File: config.mk
export PLATFORM = sky130hd
export DESIGN_NAME = dma_buf_sequencer
export DESIGN_NICKNAME = d
export VERILOG_FILES = /design/src/rtl/dma_buf_sequencer.sv
export SDC_FILE = /design/constraint.sdc
export NUM_CORES = 1
export LEC_CHECK = 0
export CAP_MARGIN = 20
export CORE_MARGIN = 2
export CORE_UTILIZATION = 40
export DETAILED_ROUTE_END_ITERATION = 16
export PLACE_DENSITY = 0.77
export SLEW_MARGIN = 10
export SYNTH_ARGS = -nofsm -noshare
export SYNTH_HDL_FRONTEND = slang
export SYNTH_SLANG_ARGS = --single-unit
File: constraint.sdc
create_clock -name trn_clk -period 1.9 [get_ports trn_clk]
set_input_delay 0.19 -clock trn_clk [delete_from_list [all_inputs] [get_ports trn_clk]]
set_output_delay 0.19 -clock trn_clk [all_outputs]
set_load 0.1 [all_outputs]
File: src/rtl/dma_buf_sequencer.sv
// Host DMA launch sequencer: waits for FIFO fill, requests a transfer, advances the
// host ring-buffer index on completion and raises the per-buffer interrupt.
module dma_buf_sequencer #(
    parameter int unsigned N_BUF     = 16,
    parameter int unsigned BUF_IDX_W = 4,
    parameter int unsigned CNT_W     = 16
) (
    input  logic                 trn_clk,
    input  logic                 trn_reset,
    input  logic                 acq_en,
    input  logic [24:0]          dma_size,
    input  logic [CNT_W-1:0]     dma_flag_words,
    input  logic [CNT_W-1:0]     fifo_rd_count,
    output logic                 dma_req,
    output logic [29:0]          dma_len_dw,
    input  logic                 dma_req_ack,
    input  logic                 dma_done,
    input  logic                 dma_error,
    output logic [BUF_IDX_W-1:0] dma_curr_buf,
    output logic                 irq_req,
    input  logic                 irq_ack,
    output logic [31:0]          buf_count,
    output logic [3:0]           status_flags
);

    typedef enum logic [2:0] {
        ST_IDLE, ST_WAIT_DATA, ST_REQ, ST_XFER, ST_ADVANCE, ST_ERROR
    } state_t;

    state_t               state_q, state_d;
    logic                 dma_req_q, dma_req_d;
    logic [29:0]          dma_len_dw_q, dma_len_dw_d;
    logic [BUF_IDX_W-1:0] curr_buf_q, curr_buf_d;
    logic                 irq_req_q, irq_req_d;
    logic [31:0]          buf_count_q, buf_count_d;
    logic                 err_q, err_d;
    logic                 overrun_q, overrun_d;
    logic                 busy_q, busy_d;
    logic                 data_ready_q, data_ready_d;

    // Next-state and registered-output computation
    always_comb begin
        state_d      = state_q;
        dma_len_dw_d = dma_len_dw_q;
        curr_buf_d   = curr_buf_q;
        irq_req_d    = irq_req_q;
        buf_count_d  = buf_count_q;
        err_d        = err_q;
        overrun_d    = overrun_q;

        if (irq_ack) begin
            irq_req_d = 1'b0;
        end

        case (state_q)
            ST_IDLE: begin
                if (acq_en) begin
                    curr_buf_d  = '0;
                    buf_count_d = '0;
                    overrun_d   = 1'b0;
                    err_d       = 1'b0;
                    state_d     = ST_WAIT_DATA;
                end
            end
            ST_WAIT_DATA: begin
                if (!acq_en) begin
                    state_d = ST_IDLE;
                end else if (data_ready_q && (dma_size != 25'd0)) begin
                    state_d = ST_REQ;
                end
            end
            ST_REQ: begin
                if (dma_error) begin
                    err_d   = 1'b1;
                    state_d = ST_ERROR;
                end else if (dma_req_ack) begin
                    state_d = ST_XFER;
                end else if (!acq_en) begin
                    state_d = ST_IDLE;
                end
            end
            ST_XFER: begin
                if (dma_error) begin
                    err_d   = 1'b1;
                    state_d = ST_ERROR;
                end else if (dma_done) begin
                    state_d = ST_ADVANCE;
                end
            end
            ST_ADVANCE: begin
                curr_buf_d  = (curr_buf_q == BUF_IDX_W'(N_BUF - 1)) ? '0
                                                                   : curr_buf_q + BUF_IDX_W'(1);
                buf_count_d = buf_count_q + 32'd1;
                // An ack landing in this same cycle services the previous buffer in time
                if (irq_req_q && !irq_ack) begin
                    overrun_d = 1'b1;
                end
                irq_req_d = 1'b1;
                state_d   = acq_en ? ST_WAIT_DATA : ST_IDLE;
            end
            ST_ERROR: begin
                if (!acq_en) begin
                    state_d = ST_IDLE;
                end
            end
            default: state_d = ST_IDLE;
        endcase

        // Length is frozen at REQ entry so later size writes cannot disturb the transfer
        if ((state_d == ST_REQ) && (state_q != ST_REQ)) begin
            dma_len_dw_d = {dma_size, 5'b0};
        end

        dma_req_d    = (state_d == ST_REQ);
        busy_d       = (state_d == ST_XFER);
        data_ready_d = (state_d == ST_WAIT_DATA) && (fifo_rd_count >= dma_flag_words);
    end

    // State and output registers
    always_ff @(posedge trn_clk) begin
        if (trn_reset) begin
            state_q      <= ST_IDLE;
            dma_req_q    <= 1'b0;
            dma_len_dw_q <= '0;
            curr_buf_q   <= '0;
            irq_req_q    <= 1'b0;
            buf_count_q  <= '0;
            err_q        <= 1'b0;
            overrun_q    <= 1'b0;
            busy_q       <= 1'b0;
            data_ready_q <= 1'b0;
        end else begin
            state_q      <= state_d;
            dma_req_q    <= dma_req_d;
            dma_len_dw_q <= dma_len_dw_d;
            curr_buf_q   <= curr_buf_d;
            irq_req_q    <= irq_req_d;
            buf_count_q  <= buf_count_d;
            err_q        <= err_d;
            overrun_q    <= overrun_d;
            busy_q       <= busy_d;
            data_ready_q <= data_ready_d;
        end
    end

    assign dma_req      = dma_req_q;
    assign dma_len_dw   = dma_len_dw_q;
    assign dma_curr_buf = curr_buf_q;
    assign irq_req      = irq_req_q;
    assign buf_count    = buf_count_q;
    assign status_flags = {err_q, overrun_q, busy_q, data_ready_q};

endmodule

=== Word-level counts from Yosys, hierarchy flattened ===
Cells that the tools add are included.

* Bits in registers: 70
* Input bits: 64
* Logic and storage cells: 62

* Add/subtract/negate cells: 2
* Magnitude comparators: 1
* Equality and inequality tests: 13
* Mux-type cells: 22
* Reductions and logical operators: 14

{| class="wikitable"
|+ Operators by type and width
! operator !! number
|-
| case mux 32 bit (2 select lines) || 1
|-
| adder 32 x 1 -> 32 bit (second input constant) || 1
|-
| two-way mux 32 bit || 1
|-
| nonzero test 25 bit || 1
|-
| two-way mux 3 bit || 8
|-
| case mux 3 bit (6 select lines) || 1
|-
| >= comparator 16 bit || 1
|-
| == test 3 x 2 -> 1 bit (second input constant) || 4
|-
| two-way mux 4 bit || 2
|-
| case mux 4 bit (2 select lines) || 1
|-
| == test 3 x 1 -> 1 bit (second input constant) || 2
|-
| == test 3 bit (second input constant) || 2
|-
| two-way mux 1 bit || 6
|-
| AND reduction 3 bit || 2
|-
| nonzero test 2 bit || 3
|-
| adder 4 x 1 -> 4 bit (second input constant) || 1
|-
| == test 4 bit (second input constant) || 1
|-
| logical AND 1 bit || 4
|-
| != test 2 bit (second input constant) || 2
|-
| case mux 1 bit (2 select lines) || 2
|-
| zero test 3 bit || 1
|-
| != test 3 x 2 -> 1 bit (second input constant) || 1
|-
| != test 2 x 1 -> 1 bit (second input constant) || 1
|-
| AND reduction 2 bit || 1
|-
| 2 further kinds || 2
|}

=== Depth between registers and ports, before layout ===
Gate-level depths: netlist of run 1.

* Word-level depth: 7
* Gate-level depth with buffers: 7

=== Worst setup path before layout of run 1 ===
OpenSTA, ideal clock, no wires.

* Path type: reg2reg
* From: register buf_count_q[0], in the netlist buf_count[0]
* To: register buf_count_q[18], in the netlist buf_count[18]
* Setup time: 161 ps
* Data arrival time: 2314 ps
* Slack: -575 ps
* Stages on the path, launching flop included: 7
* Path buffers: 0
* Cell sequence: dfxtp_1 > ha_1 > nand4_1 > nor4_2 > nand4_1 > nand4b_1 > o31ai_1

* Word-level cells in the longest chain between the ends: 2

{| class="wikitable"
|+ RTL lines
! what !! line !! text
|-
| from (decl) || 35 || <nowiki>logic [31:0] buf_count_q, buf_count_d;</nowiki>
|-
| from (signal assigned) || 138 || <nowiki>buf_count_q <= buf_count_d;</nowiki>
|-
| adder 32 x 1 -> 32 bit || 93 || <nowiki>buf_count_d = buf_count_q + 32'd1;</nowiki>
|-
| case mux 32 bit (2 select lines) || 55 || <nowiki>case (state_q)</nowiki>
|}

Every way passes these cells.
A chain may end at the register's enable or synchronous reset.

=== Final worst setup path of run 1 ===
* From: register state_q[2]
* To: register buf_count_q[27], in the netlist buf_count[27]

* Word-level cells in the longest chain between the ends: 3

{| class="wikitable"
|+ RTL lines
! what !! line !! text
|-
| from (decl) || 30 || <nowiki>state_t state_q, state_d;</nowiki>
|-
| from (signal assigned) || 133 || <nowiki>state_q <= state_d;</nowiki>
|-
| == test 3 bit / zero test 3 bit (equally long branches) || 55 ||
|-
| nonzero test 2 bit (no line) / != test 2 bit (equally long branches) || -- ||
|-
| AND reduction 2 bit (no line) || -- ||
|}

Several ways; a longest one is shown, not always the timed one.

==> results of run 1 <==
layer usage:
metal,up-vias,share of wire [%],GRT usage [%]
li1,1730,-,-
met1,1643,41,22.3
met2,123,50,35.0
met3,16,8.0,7.91
met4,0,1.6,4.91
met5,-,0,0
path summary, 6_finish.rpt:
kind,to,slack [ns],depth (start not counted)
max,buf_count[27],0.13,5
min,buf_count[7],0.36,2
max reg2reg,buf_count[27],0.13,5
min reg2reg,buf_count[26],0.46,1
worst max-delay path, cell delays in order, from the launching register on:
cell and delay, ns:
dfxtp_1 0.32, or3b_4 0.45, nor3_4 0.31, nand3_1 0.22
mux2_2 0.32, nor2_1 0.08
synth_stat cells, types with 2 or more instances:
cell type,instances
dfxtp_1,70
nor2_1,53
mux2i_1,26
a21oi_1,25
ha_1,18
inv_1,18
nand2_1,18
nand3_1,18
nand4_1,15
clkbuf_1,12
o21ai_0,12
o31ai_1,12
buf_4,9
nand4b_1,9
and3_1,6
nor3_1,6
nor3b_1,5
nor4_1,5
mux2_2,4
nand3b_1,4
nor2b_1,4
a21o_1,3
buf_2,3
o41ai_1,3
or3_1,3
a211oi_1,2
a22oi_1,2
a31oi_1,2
and4_1,2
buf_6,2
nand2b_1,2
nor4_4,2
o2111ai_1,2
o211ai_1,2
o21a_1,2
or2_2,2
or4_1,2
area by class of cell:
class	count	area, sq um
Sequential cell	70	1480
Inverter	18	67.6
Clock buffer	15	176
Clock inverter	1	5.00
Multi-Input combinational cell	287	1950
Timing Repair Buffer	154	1350
Tap cell	108	135
Fill cell	757	3480
through the flow:
| step | setup WS [ns] | area [sq um] | TNS [ns] |
|---|---|---|---|
| final | 0.132 | 5150 | 0 |
| after global routing | -0.00359 | 5150 | -0.00523 |
| after CTS | 0.0525 | 5110 | 0 |
| after detailed placement | -0.245 | 4930 | -5.76 |
| after global placement | -0.256 | 4930 | -4.78 |
| after floorplan | 0.0136 | 3600 | 0 |
what timing repair did:
action,4_1_cts,5_1_grt
setup buffers,0,3
endpoints found under the setup margin,2,25
hold buffers,0,0
pin swaps,2,3
resized for setup,0,6
state kept, by name, summed over array words and instances, names as in the netlist:
register and count:
buf_count 32, busy_q 1, data_ready_q 1, dma_curr_buf 4
dma_len_dw 25, dma_req 1, err_q 1, irq_req 1
overrun_q 1, state_q 3
where the power goes:
part,switching [W],internal [W]
logic,0.000260,0.000213
clock network,0.000528,0.000582
registers,0.00000615,0.00145
total,0.000794,0.00225
kinds of logic after synthesis:
logic type | share of synthesized area, %
compound gates | 12.8
fa+ha+maj | 6.41
buf+inv | 6.20
flops | 39.9
mux | 8.70
other cells | 0.107
simple gates | 25.9
==> summary.txt, run 1 <==
Place
  – Routability-driven placement congestion ratio: roughly 0.86
  – Total of buffers placed on input and output ports: between 100 and 150
  – Detailed placer's ending HPWL: between 7000 and 8000 um
  – # placed instances: between 600 and 700

Yosys
  – Yosys Warn Count: 0
  – Part of the Yosys area used for sequential elements: between 30% and 40%
  – Post-synth top flop: dfxtp_1
  – Number of enable flip-flop cells after synthesis: 0
  – Share of the synthesized area in the top cell type: ~40%
  – Number of library cell types mapped by synthesis: just under 50
  – Netlist area before placement: ~3500 sq um
  – Post-synthesis cell type with the largest combined area: dfxtp_1
  – Number of cells produced by synthesis: between 300 and 400
  – Average footprint of a synthesized cell: 8.84 sq um
  – Fraction of synthesis flops using an asynchronous set or reset pin: 0%
  – Post-synthesis register bit count: 70
  – Biggest area contributors in the synthesized netlist: dfxtp_1 (40%), mux2i_1 (7.4%), ha_1 (6.4%)

STA
  – Fin. max-slew vios: 0
  – Top achievable clock speed: between 500 and 600 MHz
  – Final Hold Violating Endpoints: 0
  – Minimum hold slack: approximately 0.36 ns
  – Part of the cycle the worst path needs: 93.0%
  – Setup violators final: 0
  – Slew headroom: 56.1%
  – Worst clock skew on the final layout: between 0.01 and 0.015 ns
  – Slew at the pin closest to its max-slew limit: 0.658 ns
  – Minimum clock period: approximately 1.8 ns

Hold path
  – Origin of the worst min-delay path: trn_reset
  – Class of the most critical hold timing path: input port to register

Worst setup path
  – Launch point of the worst path: state_q[2]
  – Launch instance of the worst register-to-register path: state_q[2]
  – Endpoint class of the critical path: register
  – Worst path arrival time: 2.04 ns
  – Critical path fanouts, max: 7
  – Worst setup SP type: register
  – Worst Path Required: roughly 2.2 ns
  – Critical path class: register to register

Finish
  – Commonest cells after routing, fill and taps aside: buf_4 (88), clkdlybuf4s50_1 (62), nor2_1 (53), dfxtp_1 (43), mux2i_1 (26)
  – Most common cell after layout, fill and taps aside: buf_4
  – Non-filler cells, final: 653
  – Share of cells above drive strength 1: between 20% and 30%
  – Post-Route Utilization: just under 60%
  – Number of nets in the layout: 622
  – Area growth from synthesis to layout: 46.8%
  – Antenna diode count: 0

Global route
  – Leftover overflow at the end of global routing: 0
  – Global-route wire length before repair: between 15000 and 20000 um
  – Pin count of the biggest net entering global routing: 40
  – Via count of the first global-routing pass: 3477
  – Global routing usage summed across all routing layers: 19.8%
  – Initial antenna violation count: 0

Drt
  – Mean number of vias per cell: 5.38
  – Routed WL: around 9400 um
  – DRT antenna net count: 0
  – Number of search-and-repair iterations in the first detailed-routing pass: 4
  – Routed vias: around 3500
  – Number of DRC violations after detailed routing: 0
  – Wire per inst: ~14 um
  – DR iter-0 viols: between 100 and 150

CTS
  – Number of buffers inserted during clock tree synthesis: 9
  – Level count of the clock H-tree: 3
  – Clock tree from TritonCTS: built
  – Worst-skew pair later-pin latency: about 0.34 ns
  – Clk buf depth: 2
  – CTS clock-pin slew for the worst setup and hold paths: roughly 0.070 ns
  – Sinks on the clock net: 70
  – Buffer cell driving the clock tree root: clkbuf_8

Die
  – Number of top-level pins: ~140
  – Starting density of the core: 40.7%
  – Core region area: approximately 8600 sq um
  – Width of the die: 97.7 um
  – Die Span Y: about 98 um
  – Die Footprint: between 9000 and 10000 sq um
  – Row Count: 34

Power and ir drop
  – Largest vdd supply drop: roughly 0.54 mV
  – Total power of the final layout: between 0.003 and 0.004 W
  – Leakage: between 2 and 2.5 nW
  – Power density over the cells: about 590 nW/um^2

Run
  – Reported max-cap violation count: 0

Run status
  – Result of the run: complete, no violations
Power figures use the tool's default switching activity.
==> inputs of run 2 (changes only) <==
--- a/config.mk
+++ b/config.mk
@@ -6,10 +6,9 @@
 export NUM_CORES = 1
 export LEC_CHECK = 0
 export CAP_MARGIN = 20
-export CORE_MARGIN = 2
 export CORE_UTILIZATION = 40
 export DETAILED_ROUTE_END_ITERATION = 16
-export PLACE_DENSITY = 0.77
+export PLACE_DENSITY = 0.86
 export SLEW_MARGIN = 10
 export SYNTH_ARGS = -nofsm -noshare
 export SYNTH_HDL_FRONTEND = slang
==> run 2 against run 1 <==
Compared with the run above:
- global-route usage is 1.9 points higher
- flip-flop and latch count stayed put
- wire length grew 1.2%
- combinational power about the same
- via count is 1.9% higher
- first-iteration DRC count rose by 17%
- highest routed layer unchanged
==> summary.txt, run 2 (synthesized netlist as in run 1, its figures left out) <==
Worst setup path
  – Critical path fanouts, max: 21
  – Worst setup SP type: input port
  – Endpoint class of the critical path: register
  – Launch instance of the worst register-to-register path: state_q[0]
  – Critical path class: input port to register
  – Worst path arrival time: between 2 and 2.5 ns
  – Launch point of the worst path: dma_size[5]
  – Depth of the worst register-to-register path: 6
  – Cell with the largest stage delay on the worst path: clkdlybuf4s50_1
  – Cells traversed along the worst timing path: clkdlybuf4s50_1 -> nor4_2 -> nand4_1 -> o2111ai_4 -> buf_12 -> mux2i_1 -> nor2_1
  – Peak per-stage delay on the critical path: ~0.44 ns
  – Worst Path Required: approximately 2.1 ns

Run
  – Reported max-cap violation count: 0

STA
  – Final Hold Violating Endpoints: 0
  – Part of the cycle the worst path needs: between 90% and 100%
  – Fin. max-slew vios: 0
  – Minimum hold slack: 0.174 ns
  – Slew at the pin closest to its max-slew limit: roughly 0.63 ns
  – Minimum clock period: 1.79 ns
  – Setup violators final: 0
  – Worst clock skew on the final layout: 0.0180 ns
  – Top achievable clock speed: about 560 MHz
  – Slew headroom: about 58%

Drt
  – Routed WL: ~9500 um
  – Metal1 wirelength: about 3900 um
  – Wire per inst: around 15 um
  – Routed vias: between 3000 and 4000
  – DRT antenna net count: 0
  – Met2 Wirelength: roughly 4600 um
  – Met3 routed wirelength: roughly 740 um
  – Number of DRC violations after detailed routing: 0
  – Mean number of vias per cell: 5.48
  – Topmost layer with routed signal wires: met4
  – Number of search-and-repair iterations in the first detailed-routing pass: 4
  – DR iter-0 viols: roughly 120

Die
  – Row Count: 33
  – Number of top-level pins: 136
  – Width of the die: 95.7 um
  – Starting density of the core: between 40% and 50%
  – Core region area: around 8300 sq um
  – Die Footprint: between 9000 and 10000 sq um
  – Die Span Y: between 90 and 100 um

Finish
  – Number of fillers in the final layout: 679
  – Non-filler cells, final: ~650
  – Share of cells above drive strength 1: between 20% and 30%
  – Most common cell after layout, fill and taps aside: buf_4
  – Area growth from synthesis to layout: 48.7%
  – Flip-flop count of the largest register after layout: 32
  – Register area: around 1500 sq um
  – Commonest cells after routing, fill and taps aside: buf_4 (93), clkdlybuf4s50_1 (62), nor2_1 (52), dfxtp_1 (43), mux2i_1 (26)
  – Number of nets in the layout: ~630
  – Footprint of the multi-input gates: just under 2000 sq um
  – Cell area after layout: approximately 5200 sq um
  – Antenna diode count: 0

CTS
  – Level count of the clock H-tree: 3
  – Number of buffers inserted during clock tree synthesis: 9
  – Buffer cell driving the clock tree root: clkbuf_8
  – Worst-skew pair later-pin latency: about 0.35 ns
  – CTS clock-pin slew for the worst setup and hold paths: around 0.080 ns
  – Sinks on the clock net: 70
  – Clock tree from TritonCTS: built
  – Clk buf depth: 2

Place
  – Cell area after placement: just under 5000 sq um
  – Routability-driven placement congestion ratio: between 0.8 and 0.9
  – Total of buffers placed on input and output ports: 130
  – Detailed placer's ending HPWL: 7270 um
  – # placed instances: roughly 630

Global route
  – Leftover overflow at the end of global routing: 0
  – Global-route wire length before repair: between 15000 and 20000 um
  – Via count of the first global-routing pass: 3412
  – Global routing usage summed across all routing layers: a little over a fifth
  – Initial antenna violation count: 0
  – Pin count of the biggest net entering global routing: 40

Hold path
  – Worst hold path stage count: 2
  – Class of the most critical hold timing path: input port to register
  – Origin of the worst min-delay path: trn_reset

Power and ir drop
  – Largest vdd supply drop: between 0.4 and 0.5 mV
  – Total power of the final layout: about 0.0034 W
  – Power density over the cells: 648 nW/um^2
  – Leakage: 2.35 nW

Run status
  – Result of the run: complete, no violations
-- run 2: critical path: cells and delay by family --
family | cells | cell delay [ns]
AO/OA/AOI/OAI | 1 | 0.31
buffers and inverters | 2 | 0.67
multiplexers | 1 | 0.21
AND/OR/NAND/NOR | 3 | 0.62
-- run 2: path summary, 6_finish.rpt --
path	endpoint	slack, ns
setup / recovery	dma_len_dw[25]	0.11
setup reg to reg	buf_count[21]	0.11
hold reg to reg	buf_count[26]	0.47
hold / removal	buf_count[30]	0.17
-- run 2: what timing repair did --
item	in CTS	in global routing
hold buffers	0	0
buffers inserted	0	3
setup endpoints to repair	2	34
pin swaps	2	4
gates resized for setup	0	7
-- run 2: final cells by class --
class                   count  area share [%]
clock buffers              12            3.19
multi-input cells         287            37.5
repair buffers            157            25.7
well taps                 105            2.52
inverters                  18            1.29
flip-flops and latches     70            28.3
clock inverters             4            1.46
-- run 2: routing by layer --
layer | global-route usage, % | up-vias
met5 | 0 | -
met4 | 9.33 | 0
met3 | 8.13 | 29
met2 | 37.3 | 133
met1 | 23.8 | 1690
li1 | - | 1726
-- run 2: power by group --
group          total [W]  switching (W)  internal, W
logic           0.000475       0.000264     0.000211
clock network    0.00145       0.000589     0.000858
registers        0.00146     0.00000643      0.00145
-- run 2: through the flow --
| stage | utilization (%) | worst slack, ns | TNS [ns] |
|---|---|---|---|
| after floorplan | - | 0.0136 | 0 |
| after global placement | 59.0 | -0.279 | -7.04 |
| after detailed placement | 59.0 | -0.320 | -8.04 |
| after CTS | 61.9 | 0.0193 | 0 |
| after global routing | 62.6 | -0.00161 | -0.00161 |
| final | 62.6 | 0.108 | 0 |
==> inputs of run 3 (changes only) <==
--- a/config.mk
+++ b/config.mk
@@ -5,8 +5,10 @@
 export SDC_FILE = /design/constraint.sdc
 export NUM_CORES = 1
 export LEC_CHECK = 0
+export ABC_CLOCK_PERIOD_IN_PS = 1900
 export CAP_MARGIN = 20
 export CORE_UTILIZATION = 40
+export CTS_CLUSTER_SIZE = 16
 export DETAILED_ROUTE_END_ITERATION = 16
 export PLACE_DENSITY = 0.86
 export SLEW_MARGIN = 10
==> constraint.sdc (replaced) <==
create_clock -name trn_clk -period 1.9 [get_ports trn_clk]
set_input_delay 0.19 -clock trn_clk [delete_from_list [all_inputs] [get_ports trn_clk]]
set_output_delay 0.19 -clock trn_clk [all_outputs]
set_load 0.02 [all_outputs]
==> run 3 against run 2 <==
Compared with the run above:
- clock skew shrank 0.0079 ns
- first-iteration DRC count grew 59%
- combinational power down 18%
- clock power is 8% lower
- non-clock buffer count is 3 higher
- sequential power barely moved
- global-route usage rose by 0.88 points
- flip-flop and latch count unchanged
- power fell by 5.0%
- critical path depth unchanged
- design area rose by 2.4%
- critical endpoint is now buf_count[18]
- largest cell class unchanged
==> summary.txt, run 3 (synthesized netlist as in run 1, its figures left out) <==
Run status
  – Result of the run: complete, no violations

Worst setup path
  – Worst setup SP type: register
  – Worst Path Required: about 2.1 ns
  – Worst reg2reg setup slack: between 0.07 and 0.08 ns
  – RR Endpoint: buf_count[18]
  – Endpoint class of the critical path: register
  – Worst path arrival time: 2.06 ns
  – Launch instance of the worst register-to-register path: state_q[1]
  – Critical path fanouts, max: 8
  – Depth of the worst register-to-register path: 7
  – Critical path class: register to register

Die
  – Die Footprint: a little over 9000 sq um
  – Width of the die: between 90 and 100 um
  – Row Count: 33
  – Number of top-level pins: approximately 140
  – Die Span Y: 95.7 um
  – Starting density of the core: 42.1%
  – Core region area: approximately 8300 sq um

STA
  – Setup violators final: 0
  – Slew headroom: about 65%
  – Worst clock skew on the final layout: 0.0101 ns
  – Slew at the pin closest to its max-slew limit: ~0.52 ns
  – Minimum clock period: 1.82 ns
  – Part of the cycle the worst path needs: 95.9%
  – Top achievable clock speed: 549 MHz
  – Minimum hold slack: around 0.24 ns
  – Final Hold Violating Endpoints: 0
  – Fin. max-slew vios: 0
  – Unrepaired setup endpoints after global routing: true
  – Final worst-path setup slack: roughly 0.078 ns

Power and ir drop
  – Leakage: 2.22 nW
  – Share of total power in combinational logic: about an eighth
  – Power density over the cells: about 600 nW/um^2
  – Largest vdd supply drop: 0.547 mV
  – Share of power burned in the clock network: a little over two fifths
  – Switching Power: 0.000782 W
  – Switching portion of total power: around a quarter
  – Internal power: 0.00243 W
  – Sequential fraction of design power: 46.1%

Place
  – Cell area after placement: approximately 5000 sq um
  – Total of buffers placed on input and output ports: 130
  – Setup slack after placement: -0.407 ns
  – # placed instances: ~640
  – Detailed placer's ending HPWL: 7490 um
  – Routability-driven placement congestion ratio: between 0.8 and 0.9

Global route
  – Via count of the first global-routing pass: about 3500
  – Leftover overflow at the end of global routing: 0
  – Global-route wire length before repair: between 15000 and 20000 um
  – M2 GR Usage: slightly above 40%
  – Pin count of the biggest net entering global routing: 33
  – Global routing usage summed across all routing layers: about 23%
  – GRT Max-Usage Layer: met2
  – Met1 Resource Use GR: 24.1%
  – Global Route met3 Usage: under 10%
  – Initial antenna violation count: 0

Finish
  – Number of fillers in the final layout: 667
  – Number of nets in the layout: between 600 and 700
  – Register area: 1410 sq um
  – Share of cells above drive strength 1: between 10% and 20%
  – Post-Route Utilization: between 60 and 70%
  – Antenna diode count: 0
  – Commonest cells after routing, fill and taps aside: clkdlybuf4s50_1 (129), dfxtp_1 (67), nor2_1 (53), buf_4 (27), mux2i_1 (26)
  – Cell area after layout: ~5300 sq um
  – Area growth from synthesis to layout: 52.3%
  – Footprint of the multi-input gates: between 1500 and 2000 sq um
  – Flip-flop count of the largest register after layout: 32
  – Most common cell after layout, fill and taps aside: clkdlybuf4s50_1
  – Non-filler cells, final: 656

Drt
  – DR iter-0 viols: roughly 190
  – Number of DRC violations after detailed routing: 0
  – Routed vias: about 3600
  – Number of search-and-repair iterations in the first detailed-routing pass: 4
  – Wire per inst: 15.2 um
  – Mean number of vias per cell: 5.43
  – DRT antenna net count: 0
  – Routed WL: 9980 um

CTS
  – Level count of the clock H-tree: 3
  – Worst-skew pair later-pin latency: between 0.3 and 0.4 ns
  – CTS clock-pin slew for the worst setup and hold paths: ~0.080 ns
  – Sinks on the clock net: 70
  – Number of buffers inserted during clock tree synthesis: 9
  – Clk buf depth: 2
  – Buffer cell driving the clock tree root: clkbuf_8
  – Hold_buf cts: 0
  – Clock tree from TritonCTS: built

Hold path
  – Class of the most critical hold timing path: input port to register
  – Origin of the worst min-delay path: trn_reset
  – Capture endpoint of the worst hold path: buf_count[21]
  – Worst hold path stage count: 2

Run
  – Reported max-cap violation count: 0
-- run 3: changes by cell type in the layout (fill, tap and decap cells not counted), moves of 2 or more --
| cell | change |
|---|---|
| nor4_2 | -2 |
| dfxtp_2 | -8 |
| dfxtp_1 | +24 |
| dfxtp_4 | -16 |
| buf_4 | -66 |
| clkdlybuf4s50_1 | +67 |
-- run 3: worst max path at each step --
stage | from | to | slack [ns] | cells after the start
2_1_floorplan | state_q[0] | buf_count[17] | 0.03 | 7
3_3_place_gp | dma_size[0] | data_ready_q | -0.30 | 6
6_report | state_q[1] | buf_count[18] | 0.08 | 7
3_5_place_dp | dma_size[0] | data_ready_q | -0.41 | 6
5_1_grt | state_q[2] | buf_count[18] | -0.001 | 7
4_1_cts | dma_size[5] | data_ready_q | 0.02 | 6
-- run 3: area by class of cell --
type / count / area share, %
multi-input combinational: 287 / 36.9
clock buffer: 9 / 2.32
sequential: 70 / 26.3
inverter: 18 / 1.26
clock inverter: 7 / 1.82
timing repair buffer: 160 / 29.0
tap: 105 / 2.46
-- run 3: worst max-delay path: stages, from the launching register on --
cell and delay (ns):
dfxtp_1 0.32, or3b_4 0.47, buf_6 0.16, nor4_4 0.25, buf_4 0.18, nand4_1 0.13, nand4b_1 0.13, o31ai_1 0.07
-- run 3: metal layers --
layer | vias to the layer above | routed length [um]
li1 | 1743 | -
met5 | - | 0
met4 | 0 | 218
met1 | 1678 | 3920
met2 | 121 | 5080
met3 | 21 | 762
-- run 3: what timing repair did --
action / 4_1_cts / 5_1_grt
pin swaps: 0 / 9
setup endpoints to repair: 8 / 32
gates resized for setup: 2 / 12
buffers inserted: 0 / 5
-- run 3: power by group through the flow --
stage / clock, W / sequential (W) / combinational (W)
finish: 0.00134 / 0.00148 / 0.000390
global route: 0.00145 / 0.00148 / 0.000426
CTS: 0.00138 / 0.00148 / 0.000387
detailed placement: 0 / 0.00152 / 0.000384
global placement: 0 / 0.00152 / 0.000368
floorplan: 0 / 0.00152 / 0.000166
-- run 3: through the flow --
step,TNS [ns],power (W)
floorplan,0,0.00169
global placement,-7.51,0.00188
detailed placement,-10.32,0.00190
CTS,0,0.00325
global route,-0.00104,0.00336
finish,0,0.00321
==> variant 1: new RTL, config.mk and constraints of run 3 <==
Put a register stage on the output `status_flags`. The value now appears one clock later. The other outputs are not delayed to match.
--- a/src/rtl/dma_buf_sequencer.sv
+++ b/src/rtl/dma_buf_sequencer.sv
@@ -150,3 +150,5 @@
     assign buf_count    = buf_count_q;
-    assign status_flags = {err_q, overrun_q, busy_q, data_ready_q};
+    always_ff @(posedge trn_clk) begin
+        status_flags <= {err_q, overrun_q, busy_q, data_ready_q};
+    end
 
Function: changed (Yosys sat finds a counterexample within 4 cycles, from zero or initial values and one cycle with trn_reset high).
==> variant 1 against run 3 <==
  * Global-route usage fell by 0.22 points
  * Sequential power rose by 6%
  * Final area fell by 0.28%
  * First-iteration DRC count fell by 39%
  * Total power fell by 0.81%
  * Maximum frequency rose by 2.1%
  * Die area rose by 0.97%
  * Sequential cell count rose by 4
  * Worst setup slack improved by 0.037 ns
  * Clock skew rose by 0.0011 ns
  * Wire length fell by 1.5%
  * Area after synthesis rose by 1.0%
  * Clock power fell by 7%
  * Final cell count rose by 1.1%
==> variant 1: results (changes against run 3) <==
Synth area leaders -> dfxtp_1, mux2i_1, ha_1, nor2_1, a21oi_1
Clock Tree Buf Depth -> 2 (unchanged)
sequential fraction of the synthesis area -> 0.4178 (+0.01864)
number of library cell types mapped by synthesis -> 45 (-8.2%)
Largest register FFs -> 32 (unchanged)
post-synthesis mux area share -> 0.08010 (-0.006858)
Clk pin slew, worst setup/hold paths -> 0.09 ns
Horiz. Die Dim -> 96.15 um (+0.49%)
Hold Crit Class -> primary input to flop
Slowest Stage Delay on Critical Path -> 0.49 ns (+0.02 ns)
reg2reg start -> state_q[2]
DRT iter0 DRCs -> 114 (-39%)
Crit path max-delay family -> simple AND/OR/NAND/NOR gates
Lkg Pwr -> 2.140 nW (-3.8%)
VDD IR max -> 327.1 uV (-40%)
Post-Layout Cell Count -> 663 (+1.1%)
RePlAce Congestion -> 0.8835 (+5.4%)
PortBufs -> 130 (unchanged)
n_diodes -> 0 (unchanged)
critical path's slowest cell -> or4_1
Worst Path Arrival -> 2.08 ns (+0.02 ns)
layout cell share with drive strength beyond 1 -> 0.1075 (-0.02133)
drt first pass iters -> 4 (unchanged)
Adder-Cell Fraction of Synth Area -> 0.06351 (-0.0006338)
vias in the first global route -> 3527 (+1.3%)
Max Clk Rate -> 560.3 MHz (+2.1%)
Post-synth top cells -> dfxtp_1, nor2_1, a21oi_1
Post-CTS Repair Setup Buffers -> 0 (unchanged)
hpwl dp -> 7492 um (about the same)
initial antenna violation count -> 0 (unchanged)
pre-CTS worst setup slack -> -0.2287 ns (+0.1782 ns)
Synth Area in XOR/XNOR -> 0 (unchanged)
worst setup path end -> buf_count[31]
Synth Warn # -> 0 (unchanged)
H-tree levels -> 3 (unchanged)
TritonCTS buffer count -> 9 (unchanged)
Root Buffer -> clkbuf_8
setup slack, reg-to-reg -> 0.12 ns (+0.04 ns)
post-synthesis compound-gate area fraction -> 0.1609 (+0.03296)
Worst R2R Path Depth -> 5 (-2)
routed vias -> 3653 (+2.5%)
Max FO, Critical Path -> 8 (unchanged)
Fin Clk Skew -> 0.01120 ns (+0.001103 ns)
first-pass GRT wire length -> 16130 um (+1.7%)
ys async rst share -> 0 (unchanged)
Max-slew headroom -> 0.6410 (-0.007898)
CP Launch Type -> flop
gr usage total -> 0.2234 (-0.002207)
clk_lat worst skew -> 0.35 ns (about the same)
post-place instance area -> 0.005100 mm^2 (+1.3%)
WL/cell -> 14.82 um (-2.6%)
largest net degree at the start of global routing -> 35 (+6.1%)
status -> finished clean
Placed Instances -> 647 (+1.9%)
Post-layout nets -> 635 (+1.1%)
synthesized area per cell -> 8.799 um^2 (-0.51%)
==> variant 1: cell types whose count changed after synthesis, sizes merged, moves of 4 or more <==
| cell | run 3 | this run |
|---|---|---|
| o211ai | 2 | 14 |
| nand4b | 9 | 0 |
| o31ai | 12 | 6 |
| a311oi | 1 | 6 |
| nand3 | 19 | 24 |
| buf | 14 | 10 |
| dfxtp | 70 | 74 |
| inv | 18 | 22 |
==> variant 1: worst min-delay path by stage <==
stage | slack (ns) | cells after the start | startpoint | end
5_1_grt | 0.20 | 3 | trn_reset | buf_count[31]
6_report | 0.18 | 3 | trn_reset | buf_count[31]
2_1_floorplan | 0.31 | 0 | busy_q | status_flags[1]
3_5_place_dp | 0.32 | 0 | busy_q | status_flags[1]
3_3_place_gp | 0.31 | 0 | busy_q | status_flags[1]
4_1_cts | 0.14 | 3 | trn_reset | buf_count[31]
==> variant 1: final cells by class <==
| class | instances | area, um^2 |
|---|---|---|
| tap | 105 | 131.4 |
| sequential | 74 | 1483 |
| fill | 706 | 3049 |
| multi-input combinational | 291 | 1933 |
| timing repair buffer | 155 | 1500 |
| clock buffer | 9 | 123.9 |
| clock inverter | 7 | 78.83 |
| inverter | 22 | 82.58 |
==> variant 1: what timing repair did <==
item                       in CTS  in global routing
pin swaps                       0                  2
setup endpoints to repair       1                 12
gates resized for setup         1                  8
hold buffers                    0                  0
==> variant 1: metal layers <==
metal | up-vias | share of wire | global-route usage
met4 | 0 | 0.019 | 0.09826
met1 | 1733 | 0.39 | 0.2446
met2 | 142 | 0.52 | 0.3966
met5 | - | 0 | 0
met3 | 20 | 0.070 | 0.06635
li1 | 1758 | - | -
==> variant 1: where the power goes <==
part           switching, W  internal (W)
clock network      0.000623      0.000615
registers        0.00000620       0.00156
logic              0.000173      0.000208
==> variant 2: new RTL, config.mk and constraints of run 3 <==
Made on the original files. `BUF_IDX_W`: 4 -> 6.
--- a/src/rtl/dma_buf_sequencer.sv
+++ b/src/rtl/dma_buf_sequencer.sv
@@ -4,3 +4,3 @@
     parameter int unsigned N_BUF     = 16,
-    parameter int unsigned BUF_IDX_W = 4,
+    parameter int unsigned BUF_IDX_W = 6,
     parameter int unsigned CNT_W     = 16
Interface: changed (resized dma_curr_buf); port bits go from 136 to 138. The function was not compared with the original's and may differ.
==> variant 2 against run 3 <==
  * The flow now finishes with violations (design-rule violations)
  * Critical path type unchanged
  * Count of clock-buffer cells in the layout grew 1
  * Critical endpoint is now buf_count[31]
  * Total power shrank 7.4%
  * Via count grew 6.1%
  * Final cell count grew 6.1%
  * Highest routed layer unchanged
  * Worst setup slack lost 0.018 ns
  * Final area grew 6.1%
  * Area after synthesis grew 4.2%
  * Sequential cell count grew 2
  * Combinational power shrank 8.5%
  * Wire length grew 6.6%
  * Largest cell class unchanged
==> variant 2: results (changes against run 3) <==
status -> complete, but fails checks
violated checks -> design-rule violations
post-synthesis compound-gate area fraction -> 0.1460 (+0.01809)
Final Hold Slack -> 0.3845 ns (+0.1412 ns)
Max FO, Critical Path -> 6 (-2)
setup slack, reg-to-reg -> 0.06 ns (-0.02 ns)
Hold Crit Start -> trn_reset
Post-layout nets -> 665 (+5.9%)
GRT met3 Usage -> 0.04532 (-0.03442)
synthesized area per cell -> 8.508 um^2 (-3.8%)
worst setup path end -> buf_count[31]
first-pass GRT wire length -> 17290 um (+9.0%)
DRT iter0 DRCs -> 153 (-19%)
post-synthesis mux area share -> 0.09302 (+0.006067)
Fin Clk Skew -> 0.008584 ns (-0.001511 ns)
grt met2 use -> 0.4010 (-0.001399)
Filler cells -> 716 (+7.3%)
Worst Path Arrival -> 2.04 ns (-0.02 ns)
met2 routed WL -> 5725 um (+13%)
pre-CTS worst setup slack -> -0.3491 ns (+0.05788 ns)
Worst Max-Slew Pin Slew -> 0.7116 ns (+0.1869 ns)
WL met3 -> 528 um (-31%)
RePlAce Congestion -> 0.8199 (-2.2%)
post-place instance area -> 0.005264 mm^2 (+4.6%)
VDD IR max -> 358.5 uV (-34%)
Avg Vias per Cell -> 5.430 (about the same)
PortBufs -> 132 (+1.5%)
H-tree levels -> 3 (unchanged)
Worst Hold End -> dma_len_dw[7]
Tmin final -> 1.840 ns (+0.01839 ns)
met1 WL -> 4193 um (+7.1%)
Hold Crit Class -> primary input to flop
GR Util met1 -> 0.2528 (+0.01203)
gr usage total -> 0.2216 (-0.003971)
vias in the first global route -> 3722 (+6.9%)
Worst R2R Path Depth -> 6 (-1)
layout cell share with drive strength beyond 1 -> 0.1871 (+0.05822)
Post-route DRC -> 12 (+12)
Post-synth top cells -> dfxtp_1, nor2_1, a21oi_1
routed vias -> 3779 (+6.1%)
CP Launch Point -> buf_count[13]
sequential fraction of the synthesis area -> 0.3940 (-0.005164)
largest net degree at the start of global routing -> 34 (+3.0%)
hpwl dp -> 7860 um (+5.0%)
Synth area leaders -> dfxtp_1, mux2i_1, ha_1, nor2_1, a21oi_1
drt first pass iters -> 12 (+8)
Lkg Pwr -> 2.334 nW (+4.9%)
==> variant 2: repair_timing <==
item	CTS	global route
gates cloned	0	1
gates resized for setup	3	37
endpoints found under the setup margin	2	35
pin swaps	0	6
hold buffers	0	0
setup buffers	0	6
==> variant 2: final cells by class <==
cell class	instances	area [um^2]	share of cell area
Multi-Input combinational cell	306	2136	0.3765
Timing Repair Buffer	173	1658	0.2922
Sequential cell	72	1484	0.2616
Clock buffer	10	137.6	0.02426
Tap cell	108	135.1	0.02382
Inverter	21	78.83	0.01390
Clock inverter	6	43.79	0.007719
==> variant 2: worst max-delay path, stage by stage (launching register included) <==
cell,delay (ns)
dfxtp_2,0.38
and3_2,0.24
nand3_1,0.10
or4_4,0.54
buf_6,0.16
o2111ai_4,0.18
o41ai_2,0.11
==> variant 2: power by group <==
group / switching (W) / total (W) / internal [W]
logic: 0.000158 / 0.000357 / 0.000199
clock network: 0.000597 / 0.00111 / 0.000512
registers: 0.00000465 / 0.00151 / 0.00150
